### src/rtl/operand_shifter_pipe.sv
// ARM operand-2 barrel shifter. The decode step reduces every mode to one
// (operand, shift type, amount, carry) tuple, so the shift step is a single barrel.
module operand_shifter_pipe #(
    parameter int WIDTH       = 32,
    parameter int PIPE_STAGES = 2
) (
    input  logic             clk,
    input  logic             reset,
    input  logic             in_valid,
    output logic             in_ready,
    input  logic [1:0]       mode,
    input  logic [1:0]       shift_type,
    input  logic [7:0]       shift_amt,
    input  logic [WIDTH-1:0] rm_data,
    input  logic [11:0]      imm12,
    input  logic [23:0]      branch_offset,
    input  logic             carry_in,
    output logic             out_valid,
    input  logic             out_ready,
    output logic [WIDTH-1:0] shifted_data,
    output logic             carry_out,
    output logic             busy
);
    localparam int            AW      = $clog2(WIDTH);
    localparam logic [AW-1:0] AMT_TOP = AW'(WIDTH - 1);
    localparam logic [AW-1:0] AMT_ONE = AW'(1);
    localparam logic [AW-1:0] AMT_TWO = AW'(2);
    localparam logic [AW:0]   WIDTH_A = (AW+1)'(WIDTH);
    localparam logic [31:0]   WIDTH_U = 32'(WIDTH);

    typedef enum logic [1:0] {
        MD_IMM    = 2'b00,
        MD_REG    = 2'b01,
        MD_ROTIMM = 2'b10,
        MD_BRANCH = 2'b11
    } mode_e;

    typedef enum logic [1:0] {
        SH_LSL = 2'b00,
        SH_LSR = 2'b01,
        SH_ASR = 2'b10,
        SH_ROR = 2'b11
    } shift_e;

    // Amounts are always < WIDTH here; rotate uses (x >> a) | (x << (W - a)),
    // where a shift by exactly W yields 0 and leaves a == 0 as a pass-through.
    function automatic logic [WIDTH-1:0] barrel(
        input logic [WIDTH-1:0] x,
        input shift_e           t,
        input logic [AW-1:0]    a
    );
        logic [AW:0]             inv;
        logic signed [WIDTH-1:0] sx;
        inv = WIDTH_A - {1'b0, a};
        sx  = $signed(x) >>> a;
        case (t)
            SH_LSL:  barrel = x << a;
            SH_LSR:  barrel = x >> a;
            SH_ASR:  barrel = $unsigned(sx);
            default: barrel = (x >> a) | (x << inv);
        endcase
    endfunction

    logic [AW-1:0]           w_n5;
    logic [AW-1:0]           w_n5_neg;
    logic [AW-1:0]           w_n5_dec;
    logic [AW-1:0]           w_nr;
    logic [AW-1:0]           w_nr_neg;
    logic [AW-1:0]           w_nr_dec;
    logic [AW-1:0]           w_rot;
    logic [AW-1:0]           w_rot_dec;
    logic                    w_n_zero;
    logic                    w_n_lt_w;
    logic                    w_n_eq_w;
    logic [WIDTH-1:0]        w_imm_zx;
    logic signed [WIDTH-1:0] w_boff_sx;

    assign w_n5      = AW'(shift_amt[4:0]);
    assign w_n5_neg  = ~w_n5 + AMT_ONE;
    assign w_n5_dec  = w_n5 - AMT_ONE;
    assign w_nr      = AW'(shift_amt);
    assign w_nr_neg  = ~w_nr + AMT_ONE;
    assign w_nr_dec  = w_nr - AMT_ONE;
    assign w_rot     = AW'({imm12[11:8], 1'b0});
    assign w_rot_dec = w_rot - AMT_ONE;
    assign w_n_zero  = (shift_amt == 8'd0);
    assign w_n_lt_w  = ({24'd0, shift_amt} < WIDTH_U);
    assign w_n_eq_w  = ({24'd0, shift_amt} == WIDTH_U);
    assign w_imm_zx  = WIDTH'(imm12[7:0]);
    assign w_boff_sx = {{(WIDTH-24){branch_offset[23]}}, branch_offset};

    logic [WIDTH-1:0] w_dec_op;
    shift_e           w_dec_type;
    logic [AW-1:0]    w_dec_amt;
    logic             w_dec_c;

    // Carry is always a single operand bit (or carry_in), so it is resolved here
    // rather than extracted from the shifter.
    always_comb begin
        w_dec_op   = rm_data;
        w_dec_type = SH_LSL;
        w_dec_amt  = '0;
        w_dec_c    = carry_in;
        case (mode)
            MD_IMM: begin
                case (shift_type)
                    SH_LSL: begin
                        if (w_n5 != '0) begin
                            w_dec_amt = w_n5;
                            w_dec_c   = rm_data[w_n5_neg];
                        end
                    end
                    SH_LSR: begin
                        w_dec_type = SH_LSR;
                        if (w_n5 == '0) begin
                            w_dec_op = '0;
                            w_dec_c  = rm_data[WIDTH-1];
                        end else begin
                            w_dec_amt = w_n5;
                            w_dec_c   = rm_data[w_n5_dec];
                        end
                    end
                    SH_ASR: begin
                        w_dec_type = SH_ASR;
                        if (w_n5 == '0) begin
                            w_dec_amt = AMT_TOP;
                            w_dec_c   = rm_data[WIDTH-1];
                        end else begin
                            w_dec_amt = w_n5;
                            w_dec_c   = rm_data[w_n5_dec];
                        end
                    end
                    default: begin
                        w_dec_type = SH_ROR;
                        if (w_n5 == '0) begin
                            // RRX as a rotate-by-one with carry_in spliced into bit 0.
                            w_dec_op  = {rm_data[WIDTH-1:1], carry_in};
                            w_dec_amt = AMT_ONE;
                            w_dec_c   = rm_data[0];
                        end else begin
                            w_dec_amt = w_n5;
                            w_dec_c   = rm_data[w_n5_dec];
                        end
                    end
                endcase
            end
            MD_REG: begin
                if (!w_n_zero) begin
                    case (shift_type)
                        SH_LSL: begin
                            if (w_n_lt_w) begin
                                w_dec_amt = w_nr;
                                w_dec_c   = rm_data[w_nr_neg];
                            end else begin
                                w_dec_op = '0;
                                w_dec_c  = w_n_eq_w & rm_data[0];
                            end
                        end
                        SH_LSR: begin
                            if (w_n_lt_w) begin
                                w_dec_type = SH_LSR;
                                w_dec_amt  = w_nr;
                                w_dec_c    = rm_data[w_nr_dec];
                            end else begin
                                w_dec_op = '0;
                                w_dec_c  = w_n_eq_w & rm_data[WIDTH-1];
                            end
                        end
                        SH_ASR: begin
                            w_dec_type = SH_ASR;
                            if (w_n_lt_w) begin
                                w_dec_amt = w_nr;
                                w_dec_c   = rm_data[w_nr_dec];
                            end else begin
                                w_dec_amt = AMT_TOP;
                                w_dec_c   = rm_data[WIDTH-1];
                            end
                        end
                        default: begin
                            if (w_nr == '0) begin
                                w_dec_c = rm_data[WIDTH-1];
                            end else begin
                                w_dec_type = SH_ROR;
                                w_dec_amt  = w_nr;
                                w_dec_c    = rm_data[w_nr_dec];
                            end
                        end
                    endcase
                end
            end
            MD_ROTIMM: begin
                w_dec_op = w_imm_zx;
                if (imm12[11:8] != 4'd0) begin
                    w_dec_type = SH_ROR;
                    w_dec_amt  = w_rot;
                    w_dec_c    = w_imm_zx[w_rot_dec];
                end
            end
            default: begin
                w_dec_op  = $unsigned(w_boff_sx);
                w_dec_amt = AMT_TWO;
            end
        endcase
    end

    logic             w_ld_out;
    logic             w_src_vld;
    logic [WIDTH-1:0] w_sh_op;
    shift_e           w_sh_type;
    logic [AW-1:0]    w_sh_amt;
    logic             w_sh_c;
    logic             r_vld_p1;
    logic [WIDTH-1:0] r_data_p1;
    logic             r_carry_p1;

    assign w_ld_out = !r_vld_p1 || out_ready;

    generate
        if (PIPE_STAGES == 2) begin : g_decode_reg
            logic             r_vld_p0;
            logic [WIDTH-1:0] r_op_p0;
            shift_e           r_type_p0;
            logic [AW-1:0]    r_amt_p0;
            logic             r_c_p0;

            // ---- stage p0: decoded operation ----
            always_ff @(posedge clk) begin
                if (reset) begin
                    r_vld_p0 <= 1'b0;
                end else if (in_ready) begin
                    r_vld_p0 <= in_valid;
                end
            end

            always_ff @(posedge clk) begin
                if (in_ready && in_valid) begin
                    r_op_p0   <= w_dec_op;
                    r_type_p0 <= w_dec_type;
                    r_amt_p0  <= w_dec_amt;
                    r_c_p0    <= w_dec_c;
                end
            end

            assign in_ready  = !r_vld_p0 || w_ld_out;
            assign w_src_vld = r_vld_p0;
            assign w_sh_op   = r_op_p0;
            assign w_sh_type = r_type_p0;
            assign w_sh_amt  = r_amt_p0;
            assign w_sh_c    = r_c_p0;
            assign busy      = r_vld_p0 || r_vld_p1;
        end else begin : g_decode_comb
            assign in_ready  = w_ld_out;
            assign w_src_vld = in_valid;
            assign w_sh_op   = w_dec_op;
            assign w_sh_type = w_dec_type;
            assign w_sh_amt  = w_dec_amt;
            assign w_sh_c    = w_dec_c;
            assign busy      = r_vld_p1;
        end
    endgenerate

    // ---- stage p1: shift result, held while the consumer stalls ----
    always_ff @(posedge clk) begin
        if (reset) begin
            r_vld_p1   <= 1'b0;
            r_data_p1  <= '0;
            r_carry_p1 <= 1'b0;
        end else if (w_ld_out) begin
            r_vld_p1 <= w_src_vld;
            if (w_src_vld) begin
                r_data_p1  <= barrel(w_sh_op, w_sh_type, w_sh_amt);
                r_carry_p1 <= w_sh_c;
            end
        end
    end

    assign out_valid    = r_vld_p1;
    assign shifted_data = r_data_p1;
    assign carry_out    = r_carry_p1;

endmodule

### config.mk
export PLATFORM = sky130hd
export DESIGN_NAME = operand_shifter_pipe
export DESIGN_NICKNAME = d
export VERILOG_FILES = /design/src/rtl/operand_shifter_pipe.sv
export SDC_FILE = /design/constraint.sdc
export NUM_CORES = 1
export LEC_CHECK = 0
export BUFFER_PORTS_ARGS = -buffer_cell sky130_fd_sc_hd__clkbuf_2
export CORE_UTILIZATION = 40
export CTS_CLUSTER_SIZE = 8
export DETAILED_ROUTE_END_ITERATION = 10
export PLACE_DENSITY_LB_ADDON = 0.1
export SKIP_LAST_GASP = 1
export SYNTH_ARGS = -nofsm -noshare
export SYNTH_HDL_FRONTEND = slang
export SYNTH_SLANG_ARGS = --single-unit
### constraint.sdc
create_clock -name clk -period 9.8 [get_ports clk]
set_input_delay 1.47 -clock clk [delete_from_list [all_inputs] [get_ports clk]]
set_output_delay 1.47 -clock clk [all_outputs]
set_load 0.02 [all_outputs]
# Word-level counts from Yosys, hierarchy flattened

Cells that the tools add are included.
Widths: inputs -> output; s select.

Reductions and logical operators: 17
Divide/modulo/power cells: 0
$mul: 0
Mux-type cells: 43
Shifts and indexed selects: 4
Bitwise operators: 4
$add $sub $neg: 4
Equality and inequality tests: 7
Magnitude comparators: 4

Operator list:

| cell                | count |
|---|---|
| $pmux 32 s3         | 2 |
| $mux 32             | 4 |
| $pmux 32 s2         | 1 |
| $mux 5              | 8 |
| $or 32x32->32       | 1 |
| $shl 32x5->32       | 1 |
| $shl 32x6->32       | 1 |
| $shr 32x5->32       | 1 |
| $sshr 32x5->32      | 1 |
| $pmux 5 s3          | 2 |
| $lt 5x6->1 const B  | 3 |
| $pmux 2 s3          | 3 |
| $bmux 1 s5          | 3 |
| $mux 1              | 13 |
| $pmux 5 s2          | 1 |
| $sub 5x1->5 const B | 2 |
| $eq 8x6->1 const B  | 1 |
| $logic_not 8->1     | 1 |
| $lt 8x6->1 const B  | 1 |
| $eq 2x1->1 const B  | 3 |
| $eq 2x2->1 const B  | 3 |
| $logic_not 2->1     | 3 |
| $mux 2              | 3 |
| $pmux 1 s3          | 2 |
| other kinds (13)    | 19 |

Input port bits: 85
Bits in latches: 0
Bits in writable memories: 0
Output and inout port bits: 36
Word-level logic and storage cells: 91
Memory bits (read-only): 0
Register bits: 75
Memories: 0

# Logic depth before layout (Yosys ltp)

Gate-level depths: netlist of run 1.

Depth in word-level cells: 8
Gate-level depth with buffers: 16
Gate-level depth less buffers: 10

# Least setup slack after synthesis of run 1

Ideal clock, no wire load.

Path kind: input port to flip-flop
Start: input shift_amt[0]
End: register g_decode_reg.r_c_p0 (data pin)
Setup slack: 5.546 ns
Arrival time: 3.999 ns
Setup time: 0.255 ns
Path buffers: 4
Stages on the path: 13
Required time: 9.545 ns
Cell sequence: buf_2 > buf_2 > inv_1 > ha_1 > buf_2 > buf_2 > mux4_2 > mux2i_1 > mux2i_1 > mux2_2 > a2bb2oi_1 > o21ai_0 > and3_1

Longest elaborated chain between the ends: 8
Elaborated cells between the ends (all ways): 24
Classes of those cells: add/sub: 2; order compare: 1; eq/ne: 1; mux: 14; bitwise: 3; reduce/logical: 3

RTL lines:

| what                         | RTL line | text |
|---|---|---|
| from (decl)                  | 13       | `input logic [7:0] shift_amt,` |
| $not 5->5                    | 79, 82   |  |
| $add 5x1->5                  | 79, 82   |  |
| $bmux 1 s5                   | 110, 153 |  |
| $mux 1 (not written as such) | 110, 153 |  |
| $mux 1                       | 151      | `if (w_n_lt_w) begin` |
| $pmux 1 s3                   | 149      | `case (shift_type)` |
| $mux 1                       | 148      | `if (!w_n_zero) begin` |
| $pmux 1 s3 *                 | 104      | `case (mode)` |
| named net w_dec_c            | 95       | `logic w_dec_c;` |
| to (signal assigned)         | 240      | `r_c_p0 <= w_dec_c;` |
| to (decl)                    | 224      | `logic r_c_p0;` |

Mark *: on every way through the listed nets, which the timed path passes. The rest lies on a longest branch. The select of a mux whose other input is x is not followed.
A chain may end at the register's enable or synchronous reset.

# Final worst setup path of run 1

Start: register g_decode_reg.r_amt_p0[1]
End: register r_data_p1[10], in the netlist shifted_data[10]

Longest elaborated chain between the ends: 4
Elaborated cells between the ends (all ways): 7
Classes of those cells: add/sub: 1; shift: 4; mux: 1; bitwise: 1

RTL lines:

| what                   | RTL line | text |
|---|---|---|
| from (decl)            | 223      | `logic [AW-1:0] r_amt_p0;` |
| from (signal assigned) | 239      | `r_amt_p0 <= w_dec_amt;` |
| $sub 6x5->6            | 54       | `inv = WIDTH_A - {1'b0, a};` |
| $shl 32x6->32          | 60       | `default: barrel = (x >> a) \| (x << inv);` |
| $or 32x32->32          | 60       |  |
| $pmux 32 s3 *          | 56       | `case (t)` |
| to (signal assigned)   | 271      | `r_data_p1 <= barrel(w_sh_op, w_sh_type, w_sh_amt);` |
| to (decl)              | 213      | `logic [WIDTH-1:0] r_data_p1;` |

Mark *: on every way between the ends. The rest lies on a longest branch, timed or not.

==> results of run 1 <==
cell usage after synthesis (8+ instances only):
library cell | count | area share (%)
a31oi_1 | 14 | 0.84
nand3_1 | 20 | 0.96
a22oi_1 | 9 | 0.65
mux4_2 | 110 | 24
a221oi_1 | 19 | 1.6
nor3_1 | 27 | 1.3
a21oi_1 | 61 | 2.9
o211ai_1 | 11 | 0.79
buf_2 | 30 | 1.4
edfxtp_1 | 40 | 11
buf_6 | 10 | 1.1
a211oi_1 | 24 | 1.7
nor2_1 | 154 | 5.5
a21o_1 | 13 | 0.93
dfxtp_1 | 35 | 6.7
buf_4 | 10 | 0.72
o21ai_0 | 67 | 3.2
nand2b_1 | 16 | 0.96
inv_1 | 18 | 0.65
mux2_2 | 29 | 3.1
clkbuf_1 | 79 | 2.8
o31ai_1 | 9 | 0.65
a22o_1 | 18 | 1.5
o22ai_1 | 13 | 0.78
a311oi_1 | 9 | 0.75
ha_1 | 9 | 1.1
nand2_1 | 103 | 3.7
and2_1 | 8 | 0.48
mux2i_1 | 77 | 7.4
how the worst max path moves through the flow:
stage | from | end | cells after the start
floorplan | shift_amt[0] | g_decode_reg.r_c_p0 | 13
global placement | shift_amt[0] | g_decode_reg.r_c_p0 | 10
detailed placement | shift_amt[0] | g_decode_reg.r_c_p0 | 10
CTS | shift_amt[0] | g_decode_reg.r_c_p0 | 10
global route | shift_amt[0] | g_decode_reg.r_amt_p0[1] | 11
finish | g_decode_reg.r_amt_p0[1] | shifted_data[10] | 10
critical path: stages, from the launching register on:
cell	delay, ps
edfxtp_1	320
buf_4	520
inv_1	390
ha_2	1070
mux4_2	450
and2_1	180
a31o_2	240
o211ai_1	500
a21oi_1	160
nor3_1	230
nor3_1	70
routing by layer:
layer / global-route usage (%) / up-vias / wire [um]
met5: 0 / - / 0
met4: 11.87 / 0 / 1692
met3: 4.799 / 92 / 3878
met2: 47.77 / 637 / 18460
met1: 44.99 / 5053 / 17210
li1: - / 4588 / -
placed cells by master, fill, tap and decap left out, types with 4 or more instances in the layout:
master / count
a211oi_1: 24
a21o_1: 13
a21oi_1: 61
a221oi_1: 19
a22o_1: 18
a22oi_1: 9
a2bb2oi_1: 6
a311oi_1: 9
a31oi_1: 14
a32oi_1: 4
and2_1: 7
and3_1: 5
buf_4: 21
clkbuf_16: 9
clkbuf_2: 120
dfxtp_1: 35
edfxtp_1: 40
ha_1: 8
inv_1: 18
mux2_2: 29
mux2i_1: 77
mux4_2: 110
nand2_1: 103
nand2b_1: 16
nand3_1: 20
nor2_1: 154
nor2b_1: 6
nor3_1: 27
o211ai_1: 11
o21ai_0: 66
o21ai_1: 7
o221ai_1: 4
o22ai_1: 13
o2bb2ai_1: 5
o31ai_1: 9
or2_2: 7
or3_1: 5
xnor2_1: 4
metrics by stage:
| stage | util (%) | instances | total power, uW | setup WS [ps] | instance area (um^2) |
|---|---|---|---|---|---|
| detailed placement | 43.16 | 1509 | 1218 | 5129 | 10960 |
| floorplan | - | 1173 | 975.0 | 5546 | 10450 |
| global placement | 43.16 | 1509 | 1223 | 5153 | 10960 |
| CTS | 44.43 | 1525 | 1588 | 5499 | 11290 |
| finish | 44.43 | 1525 | 1602 | 5503 | 11290 |
| global route | 44.43 | 1525 | 1674 | 5232 | 11290 |
flip-flops by register name, indices dropped and copies added, names as in the netlist:
name	cells
g_decode_reg.r_op_p0	32
shifted_data	32
g_decode_reg.r_amt_p0	5
g_decode_reg.r_type_p0	2
carry_out	1
g_decode_reg.r_c_p0	1
g_decode_reg.r_vld_p0	1
out_valid	1
cell type report:
type	instances	area share [%]
Timing Repair Buffer	142	6.896
Inverter	21	0.6984
Tap cell	330	3.659
Multi-Input combinational cell	941	69.02
Clock inverter	7	0.8758
Sequential cell	75	16.85
Clock buffer	9	1.996
kinds of logic after synthesis:
group                      share of synthesized area [%]
and+or+nand+nor                                    15.67
AOI/OAI and AO/OA                                  22.50
xor gates and xnor gates                          0.7307
adders and majority gates                          1.078
buffers and inverters                              7.343
muxes                                              34.48
DFF                                                18.21
report_power, final:
part / internal (uW) / total, uW / switching, uW
combinational: 330 / 817 / 487
clock: 224 / 367 / 143
sequential: 361 / 417 / 56.2
==> flow_results.xml, run 1 <==
<?xml version="1.0" encoding="UTF-8"?>
<metrics>
  <group name="timing">
    <metric name="slew_headroom" unit="%">35.00</metric>
    <metric name="timing.final.setup_violations" unit="">0</metric>
    <metric name="hold_viol_final" unit="">0</metric>
    <metric name="achievable-frequency" unit="MHz">232.7</metric>
    <metric name="actual_slew_at_the_worst_max_slew_pin" unit="ps">973.6</metric>
    <metric name="rsz0062_at_grt" unit="">false</metric>
    <metric name="min_period_over_period" unit="%">43.85</metric>
    <metric name="holdWs" unit="ps">456.4</metric>
    <metric name="setup-tns-final" unit="ps">0</metric>
    <metric name="fin_clk_skew" unit="ps">9.134</metric>
    <metric name="finalWorstPathRequiredPeriod" unit="ps">4297</metric>
    <metric name="final-max-slew-violation-count" unit="">0</metric>
  </group>
  <group name="worst_setup_path">
    <metric name="type_of_destination_of_the_critical_path" unit="">flop</metric>
    <metric name="setup.worst_path.start_class" unit="">flop</metric>
    <metric name="worst-setup-path-type" unit="">reg2reg</metric>
    <metric name="worst_setup_slack_for_register_to_register_paths" unit="ps">5500</metric>
    <metric name="r2r.worst_path.cells" unit="">10</metric>
    <metric name="regToRegStartpoint" unit="">g_decode_reg.r_amt_p0[1]</metric>
    <metric name="worstReg2RegEnd" unit="">shifted_data[10]</metric>
    <metric name="worst-path-max-fanout" unit="">49</metric>
    <metric name="crit_required" unit="ps">10020</metric>
    <metric name="worst-endpoint-arrival" unit="ps">4520</metric>
  </group>
  <group name="yosys">
    <metric name="ys_seq_area_share" unit="%">18.21</metric>
    <metric name="number_of_flops_mapped_to_enable_cells_by_yosys" unit="">40</metric>
    <metric name="ffs_w_async_s_r_synth" unit="%">0</metric>
    <metric name="ys_seq_elements" unit="">75</metric>
    <metric name="synthDistinctLibCells" unit="">79</metric>
    <metric name="syn_nets" unit="">1267</metric>
    <metric name="post_synth_instance_area" unit="um^2">10450</metric>
    <metric name="synth_area_per_cell" unit="um^2">8.905</metric>
    <metric name="warnings_from_yosys" unit="">0</metric>
    <metric name="yosys_most_used_dff" unit="">edfxtp_1</metric>
    <metric name="cells_after_synthesis" unit="">1173</metric>
  </group>
  <group name="clocking">
    <metric name="post-cts-setup-buffers" unit="">0</metric>
    <metric name="cts.clk_slew.worst_paths" unit="ps">60</metric>
    <metric name="root_buffer" unit="">clkbuf_16</metric>
    <metric name="cts_resized" unit="">0</metric>
    <metric name="htreeDepth" unit="">3</metric>
    <metric name="hold_buffers" unit="">0</metric>
    <metric name="tritoncts" unit="">built</metric>
    <metric name="cts-buffers-inserted" unit="">9</metric>
    <metric name="worst_skew_pair_latency" unit="ps">360</metric>
    <metric name="clock_path_buffers" unit="">2</metric>
    <metric name="clock_sink_count" unit="">75</metric>
  </group>
  <group name="min_path">
    <metric name="holdPathEnd" unit="">shifted_data[28]</metric>
    <metric name="worstHoldStart" unit="">shifted_data[28]</metric>
    <metric name="min-delay-path-class" unit="">reg2reg</metric>
    <metric name="min_path_cells" unit="">2</metric>
  </group>
  <group name="run">
    <metric name="cap_violations" unit="">0</metric>
  </group>
  <group name="place">
    <metric name="port_buffers" unit="">120</metric>
    <metric name="place_hpwl" unit="mm">30.57</metric>
    <metric name="routability_cong" unit="">1.005</metric>
  </group>
  <group name="cells_and_area">
    <metric name="layout-drive-gt1-share" unit="%">26.86</metric>
    <metric name="n_antenna_cell" unit="">0</metric>
    <metric name="nNetsFinal" unit="">1284</metric>
    <metric name="final-seq-area" unit="um^2">1902</metric>
    <metric name="signed_area_change_from_the_synthesized_netlist_to_the_final_layout" unit="%">8.050</metric>
    <metric name="fill_cells" unit="">2535</metric>
    <metric name="multiInputGateArea" unit="um^2">7790</metric>
  </group>
  <group name="run_status">
    <metric name="status" unit="">completed</metric>
  </group>
  <group name="pwr">
    <metric name="power.ir.vdd_worst" unit="uV">90.98</metric>
    <metric name="p_per_area" unit="nW/um^2">142.0</metric>
    <metric name="p_leak" unit="uW">0.004314</metric>
  </group>
  <group name="drt">
    <metric name="vias" unit="">10370</metric>
    <metric name="avgRoutedWirePerCell" unit="um">27.05</metric>
    <metric name="ant_nets" unit="">0</metric>
    <metric name="drt_first_pass_iters" unit="">8</metric>
    <metric name="vias_per_cell" unit="">6.800</metric>
    <metric name="drc" unit="">0</metric>
    <metric name="detail_route.iter0.violations" unit="">1361</metric>
    <metric name="postRouteWirelength" unit="mm">41.25</metric>
  </group>
  <group name="floorplanning">
    <metric name="die_h" unit="um">163.6</metric>
    <metric name="start_util" unit="%">41.12</metric>
    <metric name="area_of_the_die" unit="um^2">26760</metric>
    <metric name="core-area" unit="um^2">25400</metric>
    <metric name="chipWidth" unit="um">163.6</metric>
    <metric name="rows" unit="">58</metric>
    <metric name="num_io_pins" unit="">121</metric>
  </group>
  <group name="global_route">
    <metric name="grt-ovfl-total" unit="">0</metric>
    <metric name="grt_first_pass_wirelength" unit="mm">62.57</metric>
    <metric name="grt_antenna_before_repair" unit="">0</metric>
    <metric name="grt_total_usage" unit="%">31.51</metric>
    <metric name="via_count_of_the_first_global_routing_pass" unit="">9585</metric>
    <metric name="maximum_number_of_pins_on_one_net_before_global_route_repair" unit="">102</metric>
  </group>
</metrics>
No activity file was read; power rests on OpenSTA's default activity.
==> run 2, diff against run 1 <==
==> constraint.sdc (replaced) <==
create_clock -name clk -period 3.8 [get_ports clk]
set_input_delay 0.57 -clock clk [delete_from_list [all_inputs] [get_ports clk]]
set_output_delay 0.57 -clock clk [all_outputs]
set_load 0.02 [all_outputs]
==> run 2 against run 1 <==
Compared with the run above:
- hold slack got worse by 25 ps
- clock-buffer cell count increased by 2
- via count increased by 4.2%
- final cell count increased by 2.2%
- routed wire length increased by 15%
- fmax increased by 33%
- design area increased by 2.8%
- clock power increased by 140%
- die area unchanged
- sequential power increased to 2.6 times the previous value
- clock skew increased by 5.3 ps
- total power increased to 2.6 times the previous value
- critical path type unchanged
- largest power group unchanged
==> flow_results.xml, run 2 (synthesis gave the netlist of run 1 again) <==
<?xml version="1.0" encoding="UTF-8"?>
<metrics>
  <group name="timing">
    <metric name="actual_slew_at_the_worst_max_slew_pin" unit="ps">1005</metric>
    <metric name="hold_viol_final" unit="">0</metric>
    <metric name="finalWorstPathRequiredPeriod" unit="ps">3227</metric>
    <metric name="final-max-slew-violation-count" unit="">0</metric>
    <metric name="rsz0062_at_grt" unit="">false</metric>
    <metric name="fin_clk_skew" unit="ps">14.41</metric>
    <metric name="timing.final.setup_violations" unit="">0</metric>
    <metric name="min_period_over_period" unit="%">84.92</metric>
    <metric name="setup-tns-final" unit="ps">0</metric>
    <metric name="achievable-frequency" unit="MHz">309.9</metric>
    <metric name="slew_headroom" unit="%">32.18</metric>
  </group>
  <group name="worst_setup_path">
    <metric name="type_of_destination_of_the_critical_path" unit="">flop</metric>
    <metric name="setup.worst_path.start_class" unit="">flop</metric>
    <metric name="worst-endpoint-arrival" unit="ps">3440</metric>
    <metric name="worstReg2RegEnd" unit="">shifted_data[8]</metric>
    <metric name="regToRegStartpoint" unit="">g_decode_reg.r_amt_p0[0]</metric>
    <metric name="crit_required" unit="ps">4010</metric>
    <metric name="worst-setup-path-type" unit="">reg2reg</metric>
    <metric name="worst-path-max-fanout" unit="">21</metric>
    <metric name="r2r.worst_path.cells" unit="">9</metric>
    <metric name="worst_setup_slack_for_register_to_register_paths" unit="ps">570</metric>
  </group>
  <group name="run_status">
    <metric name="status" unit="">completed</metric>
  </group>
  <group name="place">
    <metric name="routability_cong" unit="">1.005</metric>
    <metric name="placed_instances" unit="">1543</metric>
    <metric name="port_buffers" unit="">120</metric>
    <metric name="place_hpwl" unit="mm">35.79</metric>
  </group>
  <group name="floorplanning">
    <metric name="start_util" unit="%">41.12</metric>
    <metric name="core-area" unit="um^2">25400</metric>
    <metric name="die_h" unit="um">163.6</metric>
    <metric name="rows" unit="">58</metric>
    <metric name="area_of_the_die" unit="um^2">26760</metric>
    <metric name="chipWidth" unit="um">163.6</metric>
    <metric name="num_io_pins" unit="">121</metric>
  </group>
  <group name="global_route">
    <metric name="grt_first_pass_wirelength" unit="mm">69.82</metric>
    <metric name="maximum_number_of_pins_on_one_net_before_global_route_repair" unit="">93</metric>
    <metric name="grt-ovfl-total" unit="">0</metric>
    <metric name="via_count_of_the_first_global_routing_pass" unit="">10100</metric>
    <metric name="grt_antenna_before_repair" unit="">0</metric>
    <metric name="grt_total_usage" unit="%">35.82</metric>
  </group>
  <group name="pwr">
    <metric name="power.ir.vdd_worst" unit="uV">261.5</metric>
    <metric name="p_per_area" unit="nW/um^2">364.6</metric>
    <metric name="comb_power_share" unit="%">53.6</metric>
    <metric name="power.switching_fraction" unit="%">45.00</metric>
    <metric name="switchingPower" unit="uW">1904</metric>
    <metric name="p_int" unit="uW">2327</metric>
    <metric name="clkPwrFrac" unit="%">20.7</metric>
    <metric name="reg_power_share" unit="%">25.7</metric>
    <metric name="p_leak" unit="uW">0.004504</metric>
  </group>
  <group name="cells_and_area">
    <metric name="final_common_cell" unit="">nor2_1</metric>
    <metric name="layout-drive-gt1-share" unit="%">28.80</metric>
    <metric name="layout.cells.most_common_list" unit="">nor2_1 (154), clkbuf_2 (120), mux4_2 (110), nand2_1 (103), mux2i_1 (77)</metric>
    <metric name="finish.cell_count_without_fillers" unit="">1559</metric>
    <metric name="nNetsFinal" unit="">1318</metric>
    <metric name="signed_area_change_from_the_synthesized_netlist_to_the_final_layout" unit="%">11.10</metric>
    <metric name="n_antenna_cell" unit="">0</metric>
  </group>
  <group name="clocking">
    <metric name="hold_buffers" unit="">0</metric>
    <metric name="post-cts-setup-buffers" unit="">0</metric>
    <metric name="tritoncts" unit="">built</metric>
    <metric name="clock_sink_count" unit="">75</metric>
    <metric name="cts.clk_slew.worst_paths" unit="ps">70</metric>
    <metric name="cts-buffers-inserted" unit="">9</metric>
    <metric name="clock_path_buffers" unit="">2</metric>
    <metric name="cts_resized" unit="">0</metric>
    <metric name="htreeDepth" unit="">3</metric>
    <metric name="root_buffer" unit="">clkbuf_16</metric>
    <metric name="worst_skew_pair_latency" unit="ps">370</metric>
  </group>
  <group name="min_path">
    <metric name="worstHoldStart" unit="">in_valid</metric>
    <metric name="min_path_cells" unit="">3</metric>
    <metric name="min-delay-path-class" unit="">in2reg</metric>
    <metric name="holdPathEnd" unit="">g_decode_reg.r_vld_p0</metric>
  </group>
  <group name="drt">
    <metric name="vias" unit="">10800</metric>
    <metric name="drc" unit="">0</metric>
    <metric name="drt_first_pass_iters" unit="">5</metric>
    <metric name="avgRoutedWirePerCell" unit="um">30.37</metric>
    <metric name="vias_per_cell" unit="">6.929</metric>
    <metric name="postRouteWirelength" unit="mm">47.35</metric>
    <metric name="ant_nets" unit="">0</metric>
    <metric name="detail_route.iter0.violations" unit="">1268</metric>
  </group>
  <group name="run">
    <metric name="cap_violations" unit="">0</metric>
  </group>
</metrics>
==> run 2: cell count changes in the layout (fill, tap and decap cells not counted), moves of 2 or more <==
cell,change
buf_12,+7
bufinv_16,-2
inv_6,-2
inv_4,+2
buf_4,+27
==> run 2: how the worst max path moves through the flow <==
stage,start,endpoint,slack [ps],cells past startpoint
floorplan,shift_amt[0],g_decode_reg.r_c_p0,450,13
global placement,g_decode_reg.r_amt_p0[2],shifted_data[8],640,9
detailed placement,shift_amt[1],g_decode_reg.r_c_p0,600,11
CTS,g_decode_reg.r_amt_p0[0],shifted_data[8],600,9
global route,g_decode_reg.r_amt_p0[1],shifted_data[11],350,10
finish,g_decode_reg.r_amt_p0[0],shifted_data[8],570,9
==> run 2: power by group through the flow <==
stage | clock network [uW] | registers [uW] | logic (uW)
floorplan | 0 | 1020 | 1500
global placement | 0 | 1100 | 2220
detailed placement | 0 | 1100 | 2200
CTS | 889 | 1080 | 2210
global route | 905 | 1090 | 2390
finish | 876 | 1090 | 2270
==> run 2: through the flow <==
stage	setup slack, ps	hold WS (ps)	cell area (um^2)	total power (uW)	utilization (%)
final	573.2	431.8	11600	4231	45.69
after global routing	348.7	459.2	11600	4387	45.69
after CTS	603.9	428.6	11600	4178	45.69
after detailed placement	603.6	443.4	11320	3298	44.55
after global placement	639.3	440.7	11320	3320	44.55
after floorplan	445.7	471.3	10450	2514	-
==> run 2: worst max-delay path: stages (launching register included) <==
cell and delay, ps:
edfxtp_1 460, inv_1 100, ha_2 650, mux2_2 410, mux4_2 510, nor2_1 110, a21oi_1 90, a221o_1 350
a221oi_1 320, nor3_1 90
==> run 2: cell type report <==
cell class / instances / area (um^2)
clock buffer: 11 / 254.0
clock inverter: 5 / 35.03
multi-input combinational: 941 / 7801
timing repair buffer: 176 / 1121
inverter: 21 / 78.83
sequential: 75 / 1902
tap: 330 / 412.9
fill: 2563 / 13790
==> run 2: layer usage <==
metal  track usage [%]  routed length (um)
met1             47.69               18960
met2             56.90               21810
met3             5.663                4262
met4             16.41                2313
met5                 0                   0
